$ cat src/rtl/wb_burst_master.sv
// Host-command to Wishbone burst master: ping, burst write and burst read with
// per-beat ack timeout and a latched interconnect interrupt reported as its own response.
module wb_burst_master #(
    parameter int          DATA_WIDTH  = 32,
    parameter int          ADDR_WIDTH  = 32,
    parameter int          COUNT_WIDTH = 28,
    parameter int          TIMEOUT     = 200,
    parameter logic [31:0] PING_ID     = 32'hC594_0001
) (
    input  logic                    clk,
    input  logic                    rst,
    input  logic                    in_ready,
    input  logic [31:0]             in_command,
    input  logic [ADDR_WIDTH-1:0]   in_address,
    input  logic [DATA_WIDTH-1:0]   in_data,
    input  logic [COUNT_WIDTH-1:0]  in_data_count,
    output logic                    master_ready,
    input  logic                    out_ready,
    output logic                    out_en,
    output logic [31:0]             out_status,
    output logic [ADDR_WIDTH-1:0]   out_address,
    output logic [DATA_WIDTH-1:0]   out_data,
    output logic [COUNT_WIDTH-1:0]  out_data_count,
    output logic [ADDR_WIDTH-1:0]   wb_adr_o,
    output logic [DATA_WIDTH-1:0]   wb_dat_o,
    input  logic [DATA_WIDTH-1:0]   wb_dat_i,
    output logic                    wb_stb_o,
    output logic                    wb_cyc_o,
    output logic                    wb_we_o,
    output logic [DATA_WIDTH/8-1:0] wb_sel_o,
    input  logic                    wb_ack_i,
    input  logic                    wb_int_i
);

    localparam int TW = $clog2(TIMEOUT + 1);
    localparam logic [TW-1:0]         TIMER_LOAD = TW'(TIMEOUT);
    localparam logic [DATA_WIDTH-1:0] PING_DATA  = DATA_WIDTH'(PING_ID);
    localparam logic [15:0] CMD_PING  = 16'd0;
    localparam logic [15:0] CMD_WRITE = 16'd1;
    localparam logic [15:0] CMD_READ  = 16'd2;

    typedef enum logic [2:0] {
        IDLE, WR_DATA, WR_BUS, RD_BUS, RD_OUT, RESP, INT
    } state_t;

    state_t                  state_reg, state_next;
    logic [ADDR_WIDTH-1:0]   addr_reg, addr_next;
    logic [COUNT_WIDTH-1:0]  remaining_reg, remaining_next;
    logic [DATA_WIDTH-1:0]   wdata_reg, wdata_next;
    logic [DATA_WIDTH-1:0]   rdata_reg, rdata_next;
    logic [TW-1:0]           timer_reg, timer_next;
    logic                    pend_reg, pend_next;
    logic                    int_prev_reg, int_prev_next;
    logic [31:0]             resp_status_reg, resp_status_next;
    logic [ADDR_WIDTH-1:0]   resp_addr_reg, resp_addr_next;
    logic [DATA_WIDTH-1:0]   resp_data_reg, resp_data_next;
    logic                    out_en_reg, out_en_next;
    logic [31:0]             out_status_reg, out_status_next;
    logic [ADDR_WIDTH-1:0]   out_address_reg, out_address_next;
    logic [DATA_WIDTH-1:0]   out_data_reg, out_data_next;
    logic [COUNT_WIDTH-1:0]  out_count_reg, out_count_next;

    logic int_rise;
    logic timeout_hit;
    logic timed_state_cur, timed_state_next;
    logic unused_cmd_bits;

    // Only the low half of the command word carries meaning.
    assign unused_cmd_bits = ^in_command[31:16];

    assign int_rise         = wb_int_i & ~int_prev_reg;
    assign timeout_hit      = (timer_reg == TW'(1));
    assign timed_state_cur  = (state_reg == WR_BUS) || (state_reg == RD_BUS) || (state_reg == WR_DATA);
    assign timed_state_next = (state_next == WR_BUS) || (state_next == RD_BUS) || (state_next == WR_DATA);

    always_ff @(posedge clk or posedge rst) begin
        if (rst) begin
            state_reg       <= IDLE;
            addr_reg        <= '0;
            remaining_reg   <= '0;
            wdata_reg       <= '0;
            rdata_reg       <= '0;
            timer_reg       <= '0;
            pend_reg        <= 1'b0;
            int_prev_reg    <= 1'b0;
            resp_status_reg <= '0;
            resp_addr_reg   <= '0;
            resp_data_reg   <= '0;
            out_en_reg      <= 1'b0;
            out_status_reg  <= '0;
            out_address_reg <= '0;
            out_data_reg    <= '0;
            out_count_reg   <= '0;
        end else begin
            state_reg       <= state_next;
            addr_reg        <= addr_next;
            remaining_reg   <= remaining_next;
            wdata_reg       <= wdata_next;
            rdata_reg       <= rdata_next;
            timer_reg       <= timer_next;
            pend_reg        <= pend_next;
            int_prev_reg    <= int_prev_next;
            resp_status_reg <= resp_status_next;
            resp_addr_reg   <= resp_addr_next;
            resp_data_reg   <= resp_data_next;
            out_en_reg      <= out_en_next;
            out_status_reg  <= out_status_next;
            out_address_reg <= out_address_next;
            out_data_reg    <= out_data_next;
            out_count_reg   <= out_count_next;
        end
    end

    always_comb begin
        state_next       = state_reg;
        addr_next        = addr_reg;
        remaining_next   = remaining_reg;
        wdata_next       = wdata_reg;
        rdata_next       = rdata_reg;
        pend_next        = pend_reg | int_rise;
        int_prev_next    = wb_int_i;
        resp_status_next = resp_status_reg;
        resp_addr_next   = resp_addr_reg;
        resp_data_next   = resp_data_reg;
        out_en_next      = 1'b0;
        out_status_next  = out_status_reg;
        out_address_next = out_address_reg;
        out_data_next    = out_data_reg;
        out_count_next   = out_count_reg;

        case (state_reg)
            IDLE: begin
                if (in_ready) begin
                    addr_next        = in_address;
                    remaining_next   = (in_data_count == '0) ? COUNT_WIDTH'(1) : in_data_count;
                    resp_status_next = {16'h0000, ~in_command[15:0]};
                    resp_addr_next   = in_address;
                    resp_data_next   = '0;
                    case (in_command[15:0])
                        CMD_WRITE: begin
                            wdata_next = in_data;
                            state_next = WR_BUS;
                        end
                        CMD_READ:  state_next = RD_BUS;
                        CMD_PING: begin
                            resp_data_next = PING_DATA;
                            state_next     = RESP;
                        end
                        default:   state_next = RESP;
                    endcase
                end else if (pend_reg) begin
                    state_next = INT;
                end
            end
            WR_DATA: begin
                if (in_ready) begin
                    wdata_next = in_data;
                    state_next = WR_BUS;
                end else if (timeout_hit) begin
                    resp_status_next[31] = 1'b1;
                    resp_addr_next       = addr_reg;
                    state_next           = RESP;
                end
            end
            WR_BUS: begin
                // An ack in the final timer cycle still completes the beat.
                if (wb_ack_i) begin
                    addr_next = addr_reg + ADDR_WIDTH'(1);
                    if (remaining_reg != '0) begin
                        remaining_next = remaining_reg - COUNT_WIDTH'(1);
                    end
                    state_next = (remaining_reg <= COUNT_WIDTH'(1)) ? RESP : WR_DATA;
                end else if (timeout_hit) begin
                    resp_status_next[31] = 1'b1;
                    resp_addr_next       = addr_reg;
                    state_next           = RESP;
                end
            end
            RD_BUS: begin
                if (wb_ack_i) begin
                    rdata_next = wb_dat_i;
                    state_next = RD_OUT;
                end else if (timeout_hit) begin
                    resp_status_next[31] = 1'b1;
                    resp_addr_next       = addr_reg;
                    state_next           = RESP;
                end
            end
            RD_OUT: begin
                if (out_ready) begin
                    out_en_next      = 1'b1;
                    out_status_next  = resp_status_reg;
                    out_address_next = addr_reg;
                    out_data_next    = rdata_reg;
                    out_count_next   = remaining_reg - COUNT_WIDTH'(1);
                    remaining_next   = remaining_reg - COUNT_WIDTH'(1);
                    addr_next        = addr_reg + ADDR_WIDTH'(1);
                    state_next       = (remaining_reg > COUNT_WIDTH'(1)) ? RD_BUS : IDLE;
                end
            end
            RESP: begin
                if (out_ready) begin
                    out_en_next      = 1'b1;
                    out_status_next  = resp_status_reg;
                    out_address_next = resp_addr_reg;
                    out_data_next    = resp_data_reg;
                    out_count_next   = '0;
                    state_next       = IDLE;
                end
            end
            INT: begin
                if (out_ready) begin
                    out_en_next      = 1'b1;
                    out_status_next  = 32'h4000_0000;
                    out_address_next = '0;
                    out_data_next    = '0;
                    out_count_next   = '0;
                    // A fresh edge arriving while reporting stays pending.
                    pend_next        = int_rise;
                    state_next       = IDLE;
                end
            end
            default: state_next = IDLE;
        endcase
    end

    always_comb begin
        timer_next = timer_reg;
        if (timed_state_next && (state_next != state_reg)) begin
            timer_next = TIMER_LOAD;
        end else if (timed_state_cur && (timer_reg != '0)) begin
            timer_next = timer_reg - TW'(1);
        end
    end

    assign master_ready   = ~rst & ((state_reg == IDLE) || (state_reg == WR_DATA));
    assign wb_cyc_o       = (state_reg == WR_DATA) || (state_reg == WR_BUS) ||
                            (state_reg == RD_BUS)  || (state_reg == RD_OUT);
    assign wb_stb_o       = (state_reg == WR_BUS) || (state_reg == RD_BUS);
    assign wb_we_o        = (state_reg == WR_BUS);
    assign wb_sel_o       = wb_stb_o ? '1 : '0;
    assign wb_adr_o       = addr_reg;
    assign wb_dat_o       = wdata_reg;
    assign out_en         = out_en_reg;
    assign out_status     = out_status_reg;
    assign out_address    = out_address_reg;
    assign out_data       = out_data_reg;
    assign out_data_count = out_count_reg;

endmodule
$ cat config.mk
export PLATFORM = sky130hd
export DESIGN_NAME = wb_burst_master
export DESIGN_NICKNAME = d
export VERILOG_FILES = /design/src/rtl/wb_burst_master.sv
export SDC_FILE = /design/constraint.sdc
export NUM_CORES = 1
export LEC_CHECK = 0
export ABC_CLOCK_PERIOD_IN_PS = 11750
export BUFFER_PORTS_ARGS = -buffer_cell sky130_fd_sc_hd__buf_4
export CAP_MARGIN = 10
export CORE_MARGIN = 10
export CORE_UTILIZATION = 34
export CTS_CLUSTER_SIZE = 8
export DETAILED_ROUTE_END_ITERATION = 16
export PLACE_DENSITY = 0.56
export RECOVER_POWER = 50
export SLEW_MARGIN = 20
export SYNTH_ARGS = -nofsm -noshare
export SYNTH_HDL_FRONTEND = slang
export SYNTH_SLANG_ARGS = --single-unit
$ cat constraint.sdc
create_clock -name clk -period 11.75 [get_ports clk]
set_clock_uncertainty 0.2 [all_clocks]
set_input_delay 2.35 -clock clk [delete_from_list [all_inputs] [get_ports clk]]
set_output_delay 2.35 -clock clk [all_outputs]
set_load 0.03 [all_outputs]
== Word-level counts from Yosys, hierarchy flattened ==
Cells that the tools add are included.
Word-level totals
  register bits: 343
  input port bits: 162
  output and inout bits: 197
  logic and storage cells: 143
Operators by class
  add/sub/neg operators: 3
  magnitude comparators: 2
  equal/unequal tests: 25
  mux-type cells: 55
  bitwise operators: 6
  reduce and logical (&&, ||, !) cells: 35
Operators by type and width (number)
  32-bit 2-to-1 mux: 18
  32-bit case mux with 3 select lines: 4
  28-bit 2-to-1 mux: 6
  32-bit case mux with 2 select lines: 2
  28-bit case mux with 3 select lines: 1
  28-bit case mux with 2 select lines: 1
  32-bit by 1-bit adder with 32-bit output, second input constant: 1
  28-bit by 1-bit > comparator with 1-bit output, second input constant: 1
  28-bit by 1-bit <= comparator with 1-bit output, second input constant: 1
  28-bit logical NOT: 1
  28-bit nonzero test: 1
  28-bit by 1-bit subtractor with 28-bit output, second input constant: 1
  3-bit 2-to-1 mux: 9
  3-bit case mux with 6 select lines: 1
  16-bit by 1-bit == test with 1-bit output, second input constant: 1
  16-bit by 2-bit == test with 1-bit output, second input constant: 1
  16-bit logical NOT: 1
  8-bit 2-to-1 mux: 2
  16-bit inverter: 1
  4-bit AND reduction: 4
  2-bit inequality test, second input constant: 7
  3-bit by 2-bit == test with 1-bit output, second input constant: 4
  2-bit by 1-bit inequality test with 1-bit output, second input constant: 5
  3-bit == test, second input constant: 3
  other kinds (23): 49

== Depth between registers and ports, before layout ==
  depth in word-level cells: 9
  depth in mapped cells: 10
  mapped depth without buffers: 8

== Least setup slack after synthesis ==
Ideal clock, no wire load.
  path type: input to output
  from: input port rst
  to: output port master_ready
  arrival time: 3.002 ns
  required time: 9.200 ns
  slack: 6.198 ns
  cell stages on the path: 1
  path buffers: 0
  cells stage by stage: nor3_1
On the way
  longest elaborated chain between the ends: 2
RTL lines
  from (decl): RTL line 11  | input logic rst,
  1-bit inverter: RTL line 236  | assign master_ready = ~rst & ((state_reg == IDLE) || (state_reg == WR_DATA));
  1-bit bitwise AND: RTL line 236
  to (decl): RTL line 17  | output logic master_ready,
Every way passes these cells.

==> flow_summary.yaml <==
outcome:
  status: "finished, violations left"
  violations: "capacitance limit, slew limit"
cts:
  hold_buffers: 0
  post-cts-setup-buffers: 0
  clkTransAtPathRegs_ps: 50
  clock_path_buffers: 3
  clockRootBuffer: "clkbuf_16"
  cts_made_buffers: 43
  cts_tree: "yes"
  cts_resized: 0
  clock_sinks: 298
  clock_latency_ps: 560
  htreeDepth: 2
worst_setup_path:
  crit-reg2reg-launch: "state_reg[1]$_DFF_PP0_"
  crit_fanout: 132
  slowest_delay_ps: 3420
  cp_slowest_cell: "clkinvlp_2"
  reg2regPathDepth: 4
  worstPathBufferInverterCount: 2
  crit_chain: "clkbuf_1 -> clkinvlp_2"
  reg2reg_slack_ps: 7790
  worstSetupStartpointType: "primary input"
  criticalPathCategory: "primary input to async pin"
  crit_required_ps: 11070
  critPathTopFamily: "buffers and inverters"
  timing.rr.end: "rdata_reg[21]$_DFFE_PP0P_"
  cp-end-kind: "async pin"
  cp_data_arrival_time_ps: 6040
logic_synthesis:
  yosys_warnings: 0
  synthArstFlopShare: 1.000
  synth_flop_cell: "dfrtp_1"
  synth.avg_cell_area_sq_um: 10.05
  synth_edf_count: 0
  ys_seq_elements: 298
  synth.distinct_cells: 70
  synthCells: 1373
  synthesis.area_sq_mm: 0.01380
  ys_seq_area_frac: 0.5404
sta:
  finalCritPeriodShare: 0.5721
  worst_pin_slew_ps: 6248
  fin_setup_tns_ps: 0
  whs_ps: 253.0
  rsz0062_at_grt: "false"
  report.final.slew_viol_count: 334
  slew_headroom: -3.188
  fmax_mhz: 148.8
  post-route-min-period_ps: 6723
  hold_violations: 0
  finalSetupViolCount: 0
power_and_ir_drop:
  p_per_area_mw_per_mm2: 322.4
  ir_drop_mv: 0.1301
  p_total_uw: 5569
  p_leak_uw: 0.007534
min_path:
  min_from: "int_prev_reg$_DFF_PP0_"
  hold_depth: 1
  min_to: "pend_reg$_DFF_PP0_"
  hold_path_class: "flop to flop"
final_layout:
  num-nets-final: 1831
  final_util: 0.4327
  area_delta_synth_final_pct: 25.17
  drive_above_1_share: 0.2001
  multi_input_area_sq_mm: 0.005843
  fillers: 3988
  register_area_sq_mm: 0.007458
global_routing:
  grt_start_max_net_pins: 168
  grt_usage: 0.1790
  antenna_found_initial: 5
  gr-total-overflow: 0
  grt_pass1_vias: 11486
  grt_pass1_wl_um: 71080
drt:
  drt_first_pass_iters: 5
  wl_per_cell_um: 20.73
  drc: 0
  vias_per_cell: 5.258
  ant_nets: 0
  initialDrtViolationCount: 733
  finalWirelength_um: 45550
  vias: 11551
placement:
  place_congestion: 0.8112
  portBuffers: 328
  hpwlAfterDp_um: 31740
floorplan:
  core-area_sq_mm: 0.03991
  die_area_sq_mm: 0.04904
  die_y_um: 221.5
  io_pins: 359
  start_util: 0.3457
  fp.dieW_um: 221.5
  num_rows: 73
run:
  maxCapViolCount: 6
## through the flow
stage / instances / setup WS (ps) / cell area (sq um)
after CTS: 2194 / 6337 / 17830
final: 2197 / 5027 / 17270
after global routing: 2195 / 4072 / 17270
after detailed placement: 2143 / 6339 / 16660
after global placement: 2143 / 6358 / 16660
after floorplan: 1386 / 967.5 / 13850
## how the worst max path moves through the flow
stage               slack [ps]                            end  startpoint  depth (start not counted)
global placement          6360                   master_ready         rst                          3
floorplan                  970         int_prev_reg$_DFF_PP0_         rst                          1
CTS                       6340                   master_ready         rst                          3
global route              4070  resp_addr_reg[12]$_DFFE_PP0P_         rst                          2
detailed placement        6340                   master_ready         rst                          3
finish                    5030  resp_addr_reg[12]$_DFFE_PP0P_         rst                          2
## cells in the final DEF, fill, tap and decap left out, types with 7 or more instances in the layout
| cell type | n |
|---|---|
| dfrtp_1 | 297 |
| nand2_1 | 200 |
| buf_4 | 200 |
| clkbuf_1 | 145 |
| o21ai_0 | 123 |
| nor2_1 | 96 |
| mux2_2 | 64 |
| a21oi_1 | 63 |
| a22o_1 | 45 |
| clkbuf_16 | 43 |
| a31oi_1 | 38 |
| mux2i_1 | 31 |
| nand3_1 | 25 |
| xnor2_1 | 21 |
| nor4_1 | 20 |
| nor3_1 | 20 |
| inv_1 | 19 |
| o22ai_1 | 16 |
| a2bb2oi_1 | 15 |
| conb_1 | 14 |
| o21ai_1 | 13 |
| and3_1 | 11 |
| xor2_1 | 10 |
| nand2b_1 | 10 |
| nand4_1 | 8 |
| a211oi_1 | 7 |
| or3_1 | 7 |
| a22oi_1 | 7 |
| o2bb2ai_1 | 7 |
## synthesized netlist by cell type, types with 4 or more instances
library cell | instances | area (sq um)
dfrtp_1 | 298 | 7457
nand2_1 | 200 | 750.7
o21ai_0 | 123 | 615.6
nor2_1 | 97 | 364.1
clkbuf_1 | 76 | 285.3
a21oi_1 | 64 | 320.3
mux2_2 | 64 | 720.7
a22o_1 | 45 | 394.1
a31oi_1 | 39 | 244.0
mux2i_1 | 31 | 310.3
nand3_1 | 25 | 125.1
xnor2_1 | 21 | 183.9
buf_4 | 20 | 150.1
inv_1 | 20 | 75.07
nor3_1 | 20 | 100.1
nor4_1 | 20 | 125.1
o22ai_1 | 16 | 100.1
a2bb2oi_1 | 15 | 131.4
o21ai_1 | 13 | 65.06
and3_1 | 11 | 68.82
buf_1 | 11 | 41.29
nand2b_1 | 10 | 62.56
xor2_1 | 10 | 87.58
a211oi_1 | 8 | 60.06
nand4_1 | 8 | 50.05
a22oi_1 | 7 | 52.55
o2bb2ai_1 | 7 | 61.31
or3_1 | 7 | 43.79
and4_1 | 6 | 52.55
ha_1 | 6 | 75.07
a21o_1 | 5 | 37.54
and2_1 | 5 | 31.28
or4_1 | 5 | 37.54
a32oi_1 | 4 | 35.03
o31a_1 | 4 | 35.03
o31ai_1 | 4 | 30.03
## routing by layer
layer / track usage / vias up / share of wire
li1: - / 5451 / -
met1: 0.2438 / 5675 / 0.47
met2: 0.2734 / 364 / 0.45
met3: 0.05154 / 55 / 0.069
met4: 0.04680 / 6 / 0.017
met5: 0 / - / 0.00061
## cell families (layout without fill, tap and decap cells)
logic type | after synthesis | count (layout) | synth area share
DFF | 298 | 298 | 0.5404
AOI/OAI and AO/OA | 377 | 377 | 0.1738
muxes | 95 | 95 | 0.07472
buffers and inverters | 132 | 415 | 0.04271
other | 1 | 17 | 0.0002718
xor gates and xnor gates | 31 | 31 | 0.01968
adders and majority gates | 6 | 6 | 0.005441
and+or+nand+nor | 433 | 433 | 0.1429
## layout make-up
class | instances | share of cell area
multi-input cells | 956 | 0.3383
repair buffers | 344 | 0.1194
inverters | 20 | 0.004419
flip-flops and latches | 298 | 0.4318
clock buffers | 48 | 0.06455
clock inverters | 3 | 0.003043
diodes | 3 | 0.0004347
well taps | 525 | 0.03803
## power by group
part,switching [uW],internal (uW)
Combinational,1710,858
Clock,451,664
Sequential,381,1500
Note: power is estimated with default switching activity, not from simulation.
